--- src/rtl/imm_gen_pipe.sv ---
// ============================================================================
// Module   : imm_gen_pipe
// Purpose  : Pipelined RV32 immediate generator with valid/ready handshake and
//            a 2-entry (output + skid) buffer. Build option: IMM_GEN_ZIMM_EN
//            enables CSR zimm (Z-type) decode for CSRRWI/CSRRSI/CSRRCI.
// Revision : 1.0  initial release
// ============================================================================
`default_nettype none

module imm_gen_pipe #(
    parameter int XLEN = 32
) (
    input  logic            clk,
    input  logic            rst_n,
    input  logic            flush,
    input  logic            in_valid,
    output logic            in_ready,
    input  logic [31:0]     instruction,
    output logic            out_valid,
    input  logic            out_ready,
    output logic [XLEN-1:0] immediate,
    output logic [2:0]      imm_type,
    output logic            illegal
);

    localparam logic [6:0] c_op_load   = 7'b0000011;
    localparam logic [6:0] c_op_opimm  = 7'b0010011;
    localparam logic [6:0] c_op_jalr   = 7'b1100111;
    localparam logic [6:0] c_op_system = 7'b1110011;
    localparam logic [6:0] c_op_store  = 7'b0100011;
    localparam logic [6:0] c_op_branch = 7'b1100011;
    localparam logic [6:0] c_op_lui    = 7'b0110111;
    localparam logic [6:0] c_op_auipc  = 7'b0010111;
    localparam logic [6:0] c_op_jal    = 7'b1101111;

    localparam logic [2:0] c_type_none = 3'd0;
    localparam logic [2:0] c_type_i    = 3'd1;
    localparam logic [2:0] c_type_s    = 3'd2;
    localparam logic [2:0] c_type_b    = 3'd3;
    localparam logic [2:0] c_type_u    = 3'd4;
    localparam logic [2:0] c_type_j    = 3'd5;
`ifdef IMM_GEN_ZIMM_EN
    localparam logic [2:0] c_type_z    = 3'd6;
`endif

    logic [31:0]     w_imm32;
    logic [XLEN-1:0] w_imm;
    logic [2:0]      w_type;
    logic            w_illegal;
    logic            w_in_fire;
    logic            w_out_fire;

    logic            r_in_ready;
    logic            r_out_valid;
    logic [XLEN-1:0] r_immediate;
    logic [2:0]      r_imm_type;
    logic            r_illegal;
    logic            r_skid_valid;
    logic [XLEN-1:0] r_skid_imm;
    logic [2:0]      r_skid_type;
    logic            r_skid_illegal;

    // Every format is built as a 32-bit value sign-extended from instr[31]
    always_comb begin
        w_imm32   = '0;
        w_type    = c_type_none;
        w_illegal = 1'b0;
        case (instruction[6:0])
            c_op_load, c_op_opimm, c_op_jalr: begin
                w_imm32 = {{20{instruction[31]}}, instruction[31:20]};
                w_type  = c_type_i;
            end
            c_op_system: begin
`ifdef IMM_GEN_ZIMM_EN
                if (instruction[14]) begin
                    w_imm32 = {27'd0, instruction[19:15]};
                    w_type  = c_type_z;
                end else begin
                    w_imm32 = {{20{instruction[31]}}, instruction[31:20]};
                    w_type  = c_type_i;
                end
`else
                w_imm32 = {{20{instruction[31]}}, instruction[31:20]};
                w_type  = c_type_i;
`endif
            end
            c_op_store: begin
                w_imm32 = {{20{instruction[31]}}, instruction[31:25], instruction[11:7]};
                w_type  = c_type_s;
            end
            c_op_branch: begin
                w_imm32 = {{19{instruction[31]}}, instruction[31], instruction[7],
                           instruction[30:25], instruction[11:8], 1'b0};
                w_type  = c_type_b;
            end
            c_op_lui, c_op_auipc: begin
                w_imm32 = {instruction[31:12], 12'd0};
                w_type  = c_type_u;
            end
            c_op_jal: begin
                w_imm32 = {{11{instruction[31]}}, instruction[31], instruction[19:12],
                           instruction[20], instruction[30:21], 1'b0};
                w_type  = c_type_j;
            end
            default: begin
                w_illegal = 1'b1;
            end
        endcase
    end

    generate
        if (XLEN == 32) begin : g_xlen32
            assign w_imm = w_imm32;
        end else begin : g_xlen_wide
            assign w_imm = {{(XLEN-32){w_imm32[31]}}, w_imm32};
        end
    endgenerate

    assign w_in_fire  = in_valid & r_in_ready;
    assign w_out_fire = r_out_valid & out_ready;

    // The skid entry only fills while the output holds, so it is always the
    // younger entry and in_ready is simply "skid empty" one cycle later.
    always_ff @(posedge clk or negedge rst_n) begin
        if (!rst_n) begin
            r_in_ready     <= 1'b1;
            r_out_valid    <= 1'b0;
            r_immediate    <= '0;
            r_imm_type     <= c_type_none;
            r_illegal      <= 1'b0;
            r_skid_valid   <= 1'b0;
            r_skid_imm     <= '0;
            r_skid_type    <= c_type_none;
            r_skid_illegal <= 1'b0;
        end else if (flush) begin
            r_out_valid  <= 1'b0;
            r_skid_valid <= 1'b0;
            r_in_ready   <= 1'b1;
        end else if (w_out_fire || !r_out_valid) begin
            if (r_skid_valid) begin
                r_out_valid  <= 1'b1;
                r_immediate  <= r_skid_imm;
                r_imm_type   <= r_skid_type;
                r_illegal    <= r_skid_illegal;
                r_skid_valid <= 1'b0;
                r_in_ready   <= 1'b1;
            end else if (w_in_fire) begin
                r_out_valid <= 1'b1;
                r_immediate <= w_imm;
                r_imm_type  <= w_type;
                r_illegal   <= w_illegal;
            end else begin
                r_out_valid <= 1'b0;
            end
        end else if (w_in_fire) begin
            r_skid_valid   <= 1'b1;
            r_skid_imm     <= w_imm;
            r_skid_type    <= w_type;
            r_skid_illegal <= w_illegal;
            r_in_ready     <= 1'b0;
        end
    end

    assign in_ready  = r_in_ready;
    assign out_valid = r_out_valid;
    assign immediate = r_immediate;
    assign imm_type  = r_imm_type;
    assign illegal   = r_illegal;

endmodule

`default_nettype wire

--- config.mk ---
export PLATFORM = sky130hd
export DESIGN_NAME = imm_gen_pipe
export DESIGN_NICKNAME = d
export VERILOG_FILES = /design/src/rtl/imm_gen_pipe.sv
export SDC_FILE = /design/constraint.sdc
export NUM_CORES = 1
export LEC_CHECK = 0
export BUFFER_PORTS_ARGS = -buffer_cell sky130_fd_sc_hd__buf_2
export CAP_MARGIN = 20
export CELL_PAD_IN_SITES_DETAIL_PLACEMENT = 2
export CELL_PAD_IN_SITES_GLOBAL_PLACEMENT = 2
export CORE_ASPECT_RATIO = 1.4
export CORE_MARGIN = 3
export CORE_UTILIZATION = 32
export CTS_CLUSTER_DIAMETER = 150
export DETAILED_ROUTE_END_ITERATION = 10
export PLACE_DENSITY_LB_ADDON = 0.1
export SLEW_MARGIN = 20
export SYNTH_ARGS = -nofsm -noshare
export SYNTH_HDL_FRONTEND = slang
export SYNTH_SLANG_ARGS = --single-unit
--- constraint.sdc ---
create_clock -name clk -period 2.6 [get_ports clk]
set_input_delay 0.39 -clock clk [delete_from_list [all_inputs] [get_ports clk]]
set_output_delay 0.39 -clock clk [all_outputs]
set_load 0.02 [all_outputs]
---- Word level (Yosys, flattened, before mapping) ----
Cells that the tools add are included.
word-level totals
  input bits .............................. 37
  bits in registers ....................... 75
  output and inout bits ................... 38
  logic and storage cells ................. 54
cells by class
  equal/unequal tests ..................... 10
  bitwise gates (word level) .............. 4
  reduce and logical (&&, ||, !) cells .... 11
  mux-type cells .......................... 20
operator list
  operator                                                               number
  32-bit case mux with 5 select lines                                    1
  32-bit two-way mux                                                     2
  7-bit equality test, second input constant                             4
  3-bit case mux with 5 select lines                                     1
  7-bit by 5-bit equality test with 1-bit output, second input constant  2
  7-bit by 6-bit equality test with 1-bit output, second input constant  2
  1-bit two-way mux                                                      14
  9-bit OR reduction                                                     1
  7-bit by 2-bit equality test with 1-bit output, second input constant  1
  3-bit two-way mux                                                      2
  3-bit AND reduction                                                    2
  2-bit nonzero test                                                     2
  4-bit OR reduction                                                     1
  3-bit inequality test, second input constant                           1
  3-bit nonzero test                                                     1
  1-bit bitwise AND                                                      2
  1-bit NOT                                                              2
  2-bit AND reduction                                                    1
  2-bit OR reduction                                                     1
  1-bit zero test                                                        1
  1-bit logical OR                                                       1

---- Depth between registers and ports, before layout ----
Gate-level depths: netlist of run 1.
  depth after elaboration ................. 5
  depth in mapped cells ................... 7
  mapped depth without buffers ............ 5

---- Worst setup path after synthesis of run 1 ----
No wires, ideal clock.
  kind .................................... register -> register
  from .................................... reg r_in_ready (netlist: in_ready)
  to ...................................... reg r_imm_type[0] (netlist: imm_type[0])
  slack ................................... 0.638 ns
  required time ........................... 2.475 ns
  cell stages (with the launch flop) ...... 5
  clock period less this slack ............ 1.962 ns
  data arrival time ....................... 1.837 ns
  library setup time ...................... 0.125 ns
  path buffers ............................ 1
  path through ............................ dfstp_2 a21oi_1 nor3_1 clkbuf_1 mux2_2
between the ends
  word-level cells in the longest chain between the ends .. 3
ends and longest elaborated chain
  element                        RTL line  RTL
  from (decl)                    53        logic r_in_ready;
  from (signal assigned)         126       r_in_ready <= 1'b1;
  from (signal assigned)         138       r_in_ready <= 1'b1;
  from (signal assigned)         146       r_in_ready <= 1'b1;
  1-bit bitwise AND              119       assign w_in_fire = in_valid & r_in_ready;
  2-bit nonzero test (no line)   --
  3-bit AND reduction (no line)  --
  to (signal assigned)           129       r_imm_type <= c_type_none;
  to (signal assigned)           143       r_imm_type <= r_skid_type;
  to (signal assigned)           150       r_imm_type <= w_type;
  to (decl)                      56        logic [2:0] r_imm_type;
Every way passes these cells.
A chain may end at the register's enable or synchronous reset.

---- Worst setup path after layout of run 1 ----
  from .................................... reg r_skid_valid
  to ...................................... reg r_immediate[29] (netlist: immediate[29])
between the ends
  word-level cells in the longest chain between the ends .. 2
  elaborated cells between the ends (all ways) .. 3
  those cells by class .................... 1 x mux; 2 x reduce/logical
ends and longest elaborated chain
  element                        RTL line  RTL
  from (decl)                    58        logic r_skid_valid;
  from (signal assigned)         131       r_skid_valid <= 1'b0;
  from (signal assigned)         137       r_skid_valid <= 1'b0;
  from (signal assigned)         145       r_skid_valid <= 1'b0;
  2-bit nonzero test (no line)   --
  3-bit AND reduction (no line)  --
  to (signal assigned)           142       r_immediate <= r_skid_imm;
  to (signal assigned)           149       r_immediate <= w_imm;
  to (decl)                      55        logic [XLEN-1:0] r_immediate;
Parallel ways exist; a longest one is shown, timed or not.

==> results of run 1 <==
## cell type report
type | instances | area (µm²)
Clock buffer | 9 | 225
Clock inverter | 6 | 90.1
Fill cell | 1199 | 6160
Inverter | 7 | 26.3
Multi-Input combinational cell | 278 | 1480
Sequential cell | 75 | 1880
Tap cell | 138 | 173
Timing Repair Buffer | 85 | 480
## power by group
part / switching [mW] / total, mW / internal (mW)
combinational: 0.306 / 0.493 / 0.187
clock: 0.510 / 1.35 / 0.839
sequential: 0.0902 / 1.42 / 1.33
total: 0.906 / 3.26 / 2.36
## state kept, by name, indices dropped and copies added, names as in the netlist
name,flops
immediate,32
r_skid_imm,32
imm_type,3
r_skid_type,3
illegal,1
in_ready,1
out_valid,1
r_skid_illegal,1
r_skid_valid,1
## cells in the final DEF, fill, tap and decap left out, types with 2 or more instances in the layout
master | synthesis | routed
or2_2 | 2 | 2
a21oi_1 | 50 | 50
mux2_2 | 2 | 2
mux2i_1 | 3 | 3
o211ai_1 | 11 | 11
and2_1 | 2 | 2
buf_4 | 0 | 10
and3_1 | 9 | 9
a22o_1 | 4 | 4
dfrtp_1 | 74 | 74
clkbuf_16 | 0 | 9
and2_0 | 2 | 2
bufinv_16 | 0 | 2
nand2_1 | 75 | 75
nand2b_1 | 2 | 2
o21ai_0 | 41 | 41
buf_12 | 0 | 2
a22oi_1 | 2 | 2
buf_2 | 4 | 73
nor2_1 | 28 | 28
nor3_1 | 3 | 2
nand3b_1 | 4 | 4
or3_1 | 2 | 2
a31oi_1 | 4 | 4
nor2b_1 | 5 | 5
o22a_1 | 8 | 8
inv_1 | 7 | 7
nand3_1 | 5 | 5
## final timing paths
kind / to / depth (start not counted)
worst min register to register: immediate[16] / 2
max in group asynchronous: r_skid_imm[28] / 2
worst max-delay path: immediate[29] / 5
worst min-delay path: r_skid_imm[17] / 1
worst max register to register: immediate[29] / 5
min in group clk: out_valid / 2
## per-layer routing
layer  vias up  global-route usage, %
met1      1565                   23.6
met3        14                   3.54
met4         0                   5.95
li1       1483                      -
met2        54                   35.6
met5         -                      0
## metrics by stage
step / setup slack, ps / util, % / total power [mW]
2_1_floorplan: 638 / - / 1.71
3_3_place_gp: 445 / 38.4 / 1.91
3_5_place_dp: 395 / 38.4 / 1.94
4_1_cts: 582 / 41.4 / 3.31
5_1_grt: 418 / 41.4 / 3.44
6_report: 632 / 41.4 / 3.26
## logic make-up after synthesis
kind of cell | share of synthesized area [%]
DFF | 54.0
buffers and inverters | 3.92
and+or+nand+nor | 19.4
xor gates and xnor gates | 0.252
AOI/OAI and AO/OA | 21.0
muxes | 1.51
==> key figures, run 1 <==
Placement
  – Cells after DPL: 583
  – GP Congestion: 0.827
  – Number of I/O port buffers: 74
  – Post-place instance area: ~4000 µm²
  – Post-DP HPWL: just under 8 mm

STA
  – RSZ-0062 raised after global routing: no
  – Final min period: a little under 2000 ps
  – Final Hold Vio Count: 0
  – Worst hold slack: 4.65 ps
  – Slew @ Worst Pin: 533 ps
  – Max Clock Skew: just over 8 ps
  – Slew HR: between 60 and 70%
  – Final Slew Violations: 0
  – Setup violators final: 0
  – Final period util: about three quarters
  – Max Clk Rate: a little over 500 MHz
  – Setup_tns: 0 ps

Worst setup path
  – Critical path fanouts, max: 44
  – Worst reg2reg path startpoint: r_skid_valid
  – Crit. Startpoint: r_skid_valid
  – Critical path endpoint category: flop
  – CP required: between 2000 and 3000 ps
  – WP data arrival: 2160 ps
  – Register-to-register setup slack: approximately 630 ps
  – Worst path max stage delay: 370 ps
  – Critical Path Slowest Stage Cell: dfrtp_1
  – CP delay by family, top: buffers and inverters
  – CP Cell Sequence: buf_4 > inv_1 > nand2_1 > a21oi_1 > a22oi_1
  – Setup CP Type: reg -> reg
  – Critical path launch point type: flop
  – Buf/Inv on CP: 2

Global routing
  – Pin count of the biggest net entering global routing: between 40 and 50
  – GRT Util Overall: about a fifth
  – Initial antenna violation count: 0
  – Global-route wire length before repair: ~18 mm
  – Grt ovf: 0
  – Vias in the first global route: 3492

Run
  – Max-cap viol count: 0

Power and ir drop
  – Pwr/cell area: 750 nW/µm²
  – VDD IR max: ~0.32 mV
  – Leakage power: between 2 and 2.5 nW

Yosys
  – Top post-synthesis cells by count: nand2_1 (75), dfrtp_1 (74), a21oi_1 (50), o21ai_0 (41), nor2_1 (28)
  – Syn nets: approximately 420
  – Yosys reg bits: 75
  – Seq/Total Area, Yosys: between 50% and 60%
  – Post-synth EDFFs: 0
  – Synth area leaders: dfrtp_1 (53%), nand2_1 (8.1%), a21oi_1 (7.2%)
  – Async SR Flop Fraction: between 90% and 100%
  – Syn avg cell area: 9.02 µm²
  – Most frequent cell after synthesis: nand2_1
  – Main synth FF type: dfrtp_1
  – Yosys top cell by area: dfrtp_1
  – Count of cell types in the netlist: 42
  – Post-Syn Area: ~3500 µm²
  – Cells after synthesis: between 300 and 400
  – Synth top area share: between 50% and 60%
  – YS warnings: 0

Clock tree
  – H-Tree Depth: 3
  – Reg clk slew, reported paths: roughly 60 ps
  – Worst-Skew Late Latency: about 340 ps
  – Post-cts sizing count: 0
  – Inserted Clock Buffers: 9
  – Clk sinks: 75
  – # Post-CTS Setup Buffers: 0
  – CTS max path bufs: 2
  – CTS tree: yes
  – Post-CTS Hold Buffers: 0
  – Root buf cell: clkbuf_16

Route
  – Drt pass-1 iters: 4
  – Routed Antenna Nets: 0
  – WL met1: 4.69 mm
  – DR vias: about 3100
  – DR vias/cell: approximately 5.2
  – Routed wl met2: 5.94 mm
  – WL/cell: 18.6 µm
  – DRT iter0 DRCs: 89
  – Drc violations: 0
  – DR WL met3: between 300 and 400 µm
  – Top layer in use: met4
  – Final wirelength: ~11 mm

Cells and area
  – Final Net Count: ~500
  – Post-Layout Cell Count: approximately 600
  – # diodes: 0
  – Layout cells sized above 1: between 20% and 30%
  – Layout area overhead: 25.0%
  – Final Cell Area: between 4000 and 5000 µm²

Die
  – Die area: 12200 µm²
  – # IOs: 75
  – Die Width: approximately 94 µm
  – Row count: 44
  – Core area: around 11000 µm²
  – Initial Utilization: ~33%
  – Die Y: between 100 and 150 µm

Run status
  – Outcome: completed

Min path
  – Worst Hold Class: in -> async
Note: power is estimated with default switching activity, not from simulation.
==> inputs of run 2 (changes only) <==
ABC_AREA = 1   (was default)
CORE_UTILIZATION = 31   (was 32)
clock period = 1.9 ns   (was 2.6 ns; I/O delays follow)
==> run 2 against run 1 <==
Global-route usage shrank 1.3 points. Non-clock buffer count decreased by 2. Register-to-register slack worse by 290 ps. Critical path type unchanged. Critical endpoint is now r_skid_illegal. Largest cell class unchanged. Largest power group unchanged.
==> key figures, run 2 <==
Run status
  – Outcome: completed

Power and ir drop
  – Net Switching: approximately 1.3 mW
  – Sw frac: between 20% and 30%
  – P_int: about 3.1 mW
  – Final total power: roughly 4.4 mW
  – Pwr/cell area: just over 900 nW/µm²
  – Clock power frac: 37.4%
  – Power share of the combinational group: between 10% and 20%
  – Leakage power: between 2 and 3 nW
  – Register share of total power: 45.3%
  – VDD IR max: between 0.3 and 0.4 mV

Yosys
  – Yosys reg bits: 75
  – Syn avg cell area: roughly 7.6 µm²
  – Most frequent cell after synthesis: nand2_1
  – Main synth FF type: dfrtp_1
  – Post-Syn Area: about 4000 µm²
  – Synth area leaders: dfrtp_1 (47%), nand2_1 (16%), nor2_1 (10%)
  – Top post-synthesis cells by count: nand2_1 (164), nor2_1 (108), dfrtp_1 (74), nand3_1 (47), inv_1 (23)
  – YS warnings: 0
  – Post-synth EDFFs: 0
  – Seq/Total Area, Yosys: roughly 48%
  – Async SR Flop Fraction: between 90% and 100%
  – Syn nets: 560
  – Yosys top cell by area: dfrtp_1
  – Cells after synthesis: 523
  – Count of cell types in the netlist: 27
  – Synth top area share: between 40% and 50%

Route
  – DRT iter0 DRCs: roughly 150
  – Drc violations: 0
  – WL/cell: 16.3 µm
  – DR vias: ~3700
  – Routed Antenna Nets: 0
  – Final wirelength: about 12 mm
  – DR vias/cell: approximately 5.0
  – Drt pass-1 iters: 4

Worst setup path
  – WP data arrival: approximately 1800 ps
  – Crit. Startpoint: in_ready
  – CP required: 2140 ps
  – Worst reg2reg path startpoint: in_ready
  – Critical path endpoint category: flop
  – Critical path launch point type: flop
  – Setup CP Type: reg -> reg
  – R2R Path End: r_skid_illegal
  – Crit path to: r_skid_illegal
  – CP Cell Sequence: nand2_1 > nor2_4 > inv_1 > o31ai_1
  – Register-to-register setup slack: about 350 ps
  – Critical path fanouts, max: 16
  – Critical Path Slowest Stage Cell: dfstp_2
  – Worst reg2reg path depth: 4
  – Worst path max stage delay: between 500 and 600 ps

Clock tree
  – CTS max path bufs: 2
  – CTS tree: yes
  – Reg clk slew, reported paths: roughly 60 ps
  – Inserted Clock Buffers: 9
  – Worst-Skew Late Latency: ~330 ps
  – Post-cts sizing count: 0
  – # Post-CTS Setup Buffers: 0
  – Clk sinks: 75
  – H-Tree Depth: 3
  – Root buf cell: clkbuf_16

STA
  – RSZ-0062 raised after global routing: no
  – Final min period: 1550 ps
  – Final Hold Vio Count: 0
  – Max Clk Rate: approximately 640 MHz
  – Final period util: about four fifths
  – Setup violators final: 0
  – Slew @ Worst Pin: approximately 470 ps
  – Slew HR: between 60% and 70%
  – Worst hold slack: roughly 220 ps
  – Setup_tns: 0 ps
  – Max Clock Skew: 6.62 ps
  – Final Slew Violations: 0

Cells and area
  – # diodes: 0
  – Most frequent cells in the layout: nand2_1 (164), nor2_1 (108), dfrtp_1 (74)
  – Final Net Count: ~630
  – Layout cells sized above 1: approximately 22%
  – Most common cell after layout, fill and taps aside: nand2_1
  – Layout area overhead: 20.5%

Placement
  – Post-DP HPWL: between 8 and 9 mm
  – GP Congestion: around 0.79
  – Number of I/O port buffers: 74

Die
  – Die Width: slightly above 100 µm
  – # IOs: 75
  – Initial Utilization: 31.9%
  – Core area: about 12000 µm²
  – Row count: 48
  – Die Y: around 140 µm
  – Die area: 14100 µm²

Global routing
  – Pin count of the biggest net entering global routing: just over 70
  – Initial antenna violation count: 0
  – Vias in the first global route: just over 4000
  – Global-route wire length before repair: approximately 21 mm
  – Grt ovf: 0
  – GRT Util Overall: a little under a fifth

Min path
  – Worst Hold Class: in -> reg

Run
  – Max-cap viol count: 0
## run 2: worst max-delay path, delay by kind of cell (launching register included)
family / cells / cell delay, ps
AO/OA/AOI/OAI: 1 / 290
buffers and inverters: 1 / 270
flip-flops: 1 / 540
AND/OR/NAND/NOR: 2 / 360
## run 2: power by group through the flow
stage	Combinational [mW]	Clock, mW	Sequential [mW]
finish	0.765	1.66	2.00
global route	0.873	1.77	2.04
CTS	0.789	1.71	2.01
detailed placement	0.780	0	2.04
global placement	0.748	0	2.02
floorplan	0.406	0	2.10
## run 2: cells by family (layout without fill, tap and decap cells)
logic type,count (synthesis),count (layout),share of synthesized area [%]
compound gates,56,56,9.47
buf+inv,54,124,6.72
flops,75,75,47.6
simple gates,338,338,36.2
## run 2: area by class of cell
class | instances | area, µm²
fillers | 1497 | 7610
flip-flops and latches | 75 | 1880
multi-input cells | 394 | 1820
repair buffers | 83 | 493
clock buffers | 11 | 253
well taps | 150 | 188
inverters | 25 | 93.8
clock inverters | 5 | 36.3
## run 2: per-layer routing
layer  share of wire, %  up-vias  wire [µm]  GRT usage (%)
met5                  0        -          0              0
met1                 44     1849       5340           23.5
met2                 52       62       6300           31.8
met4                1.0        0        123           5.11
met3                3.0       10        364           2.86
li1                   -     1801          -              -
## run 2: stage by stage
step	worst slack [ps]	area (µm²)	std cells	utilization (%)
after floorplan	466	3950	523	-
after global placement	259	4460	726	36.0
after global routing	206	4760	743	38.5
after detailed placement	223	4460	726	36.0
after CTS	313	4760	743	38.5
final	346	4760	743	38.5
## run 2: how the worst min path moves through the flow
| stage | depth (start not counted) | slack, ps | to | startpoint |
|---|---|---|---|---|
| 2_1_floorplan | 0 | -10 | illegal | rst_n |
| 3_3_place_gp | 1 | 230 | immediate[15] | rst_n |
| 3_5_place_dp | 1 | 230 | immediate[15] | rst_n |
| 4_1_cts | 3 | 210 | in_ready | flush |
| 5_1_grt | 3 | 240 | r_skid_imm[12] | instruction[12] |
| 6_report | 3 | 220 | in_ready | flush |
## run 2: what timing repair did
action / CTS / global route
hold buffers: 1 / 0
endpoints found under the hold margin: 21 / 0
setup endpoints to repair: 0 / 0
==> inputs of run 3 (changes only) <==
clock period = 1.5 ns   (was 1.9 ns; I/O delays follow)
==> run 3 against run 2 <==
Cell count is 2.6% higher. Count of clock-buffer cells in the layout rose by 1. Die area unchanged.
==> key figures, run 3 (synthesized netlist as in run 2, its figures left out) <==
Run status
  – Outcome: completed

Cells and area
  – Most frequent cells in the layout: nand2_1 (161), nor2_1 (107), dfrtp_1 (74)
  – Post-Layout Cell Count: around 760
  – Layout area overhead: 28.3%
  – Most common cell after layout, fill and taps aside: nand2_1
  – Layout cells sized above 1: approximately a quarter
  – Final Net Count: about 640
  – Final Cell Area: between 5000 and 6000 µm²
  – # diodes: 0

Global routing
  – GRT Util Overall: approximately a fifth
  – Global-route wire length before repair: ~22 mm
  – Pin count of the biggest net entering global routing: 57
  – Vias in the first global route: approximately 4200
  – Grt ovf: 0
  – Initial antenna violation count: 0

Die
  – Die Width: between 100 and 150 µm
  – # IOs: 75
  – Core area: 12400 µm²
  – Die Y: about 140 µm
  – Die area: 14100 µm²
  – Row count: 48
  – Initial Utilization: about a third

Power and ir drop
  – Power share of the combinational group: 17.4%
  – Clock power frac: roughly 40%
  – Leakage power: slightly below 3 nW
  – Sw frac: about 28%
  – Pwr/cell area: approximately 1200 nW/µm²
  – Net Switching: between 1.5 and 2 mW
  – Final total power: around 6 mW
  – P_int: about 4.3 mW
  – VDD IR max: about 0.47 mV
  – Register share of total power: a little over two fifths

Worst setup path
  – Buf/Inv on CP: 1
  – Critical path launch point type: flop
  – CP delay by family, top: flip-flops
  – Critical path endpoint category: flop
  – WP data arrival: around 1700 ps
  – Critical Path Slowest Stage Cell: dfstp_2
  – Critical path fanouts, max: 30
  – CP required: between 1500 and 2000 ps
  – Worst path max stage delay: roughly 570 ps
  – Most frequent CP cell: nand2_1
  – Setup CP Type: reg -> reg
  – CP Cell Sequence: nand2_4 > nand2_2 > nand3_4 > buf_12 > nor2_1 > nand2_1 > nand2_1
  – CP Depth: 7
  – Worst reg2reg path depth: 7

Placement
  – Post-DP HPWL: around 9.3 mm
  – Cells after DPL: 740
  – GP Congestion: a little over 0.8
  – Number of I/O port buffers: between 70 and 80
  – Setup Slack @ Placement: -96.7 ps
  – Post-place instance area: 4590 µm²

Route
  – DR vias: 3816
  – Drc violations: 0
  – DR vias/cell: roughly 5
  – Drt pass-1 iters: 4
  – WL/cell: approximately 18 µm
  – DRT iter0 DRCs: approximately 110
  – Final wirelength: 13.7 mm
  – Routed Antenna Nets: 0

Clock tree
  – Inserted Clock Buffers: 9
  – Root buf cell: clkbuf_16
  – CTS max path bufs: 2
  – Clk sinks: 75
  – CTS tree: yes
  – Worst-Skew Late Latency: 330 ps
  – H-Tree Depth: 3
  – Reg clk slew, reported paths: 60 ps

STA
  – Final period util: 95.3%
  – Setup violators final: 0
  – Slew HR: 77.6%
  – Max Clock Skew: a little under 7 ps
  – RSZ-0062 raised after global routing: yes
  – Slew @ Worst Pin: approximately 340 ps
  – Final Hold Vio Count: 0
  – Final Slew Violations: 0
  – Worst hold slack: approximately 180 ps
  – Max Clk Rate: 700 MHz
  – Final worst slack: between 70 and 80 ps
  – Final min period: roughly 1400 ps

Min path
  – Hold-critical path depth: 3
  – Worst Hold Class: in -> reg

Run
  – Max-cap viol count: 0
==> run 3: worst register-to-register path, stage by stage (launching register included) <==
cell	delay, ps
dfstp_2	570
nand2_4	70
nand2_2	90
nand3_4	140
buf_12	200
nor2_1	160
nand2_1	70
nand2_1	50
==> run 3: layout make-up <==
| type | instances | area, µm² |
|---|---|---|
| clock buffer | 12 | 256 |
| clock inverter | 4 | 73.8 |
| fill | 1464 | 7300 |
| inverter | 25 | 93.8 |
| multi-input combinational | 394 | 1850 |
| sequential | 75 | 1880 |
| tap | 150 | 188 |
| timing repair buffer | 102 | 728 |
==> run 3: path summary, 6_finish.rpt <==
| kind | from | end | slack [ps] |
|---|---|---|---|
| setup reg to reg | in_ready | immediate[30] | 70 |
| max in group asynchronous | rst_n | in_ready | 600 |
| setup / recovery | in_ready | immediate[30] | 70 |
| hold / removal | instruction[15] | r_skid_imm[15] | 180 |
| min in group asynchronous | rst_n | immediate[15] | 310 |
| hold reg to reg | immediate[22] | immediate[22] | 480 |
==> run 3: metal layers <==
layer	wire (µm)	track usage, %	vias to the layer above
met5	0	0	-
li1	-	-	1831
met3	345	2.61	13
met1	5960	24.9	1910
met2	7200	34.2	62
met4	203	4.90	0
==> run 3: repair_timing <==
item                                   4_1_cts  5_1_grt
pin swaps                                    0        1
setup buffers                                0        2
resized for setup                            4       11
endpoints found under the hold margin       13        0
hold buffers                                 1        0
cloned                                       0        3
setup endpoints to repair                   23       27
==> run 3: per-stage QoR <==
stage	setup TNS, ps	util [%]
after floorplan	0	-
after global placement	0	37.1
after detailed placement	-1110	37.1
after CTS	0	39.9
after global routing	-51.2	41.0
final	0	41.0
==> run 3: power groups by stage <==
stage	logic, mW	clock network [mW]	registers, mW
final	1.05	2.42	2.56
after global placement	0.965	0	2.56
after global routing	1.19	2.55	2.60
after detailed placement	1.01	0	2.59
after CTS	1.03	2.47	2.56
after floorplan	0.514	0	2.66
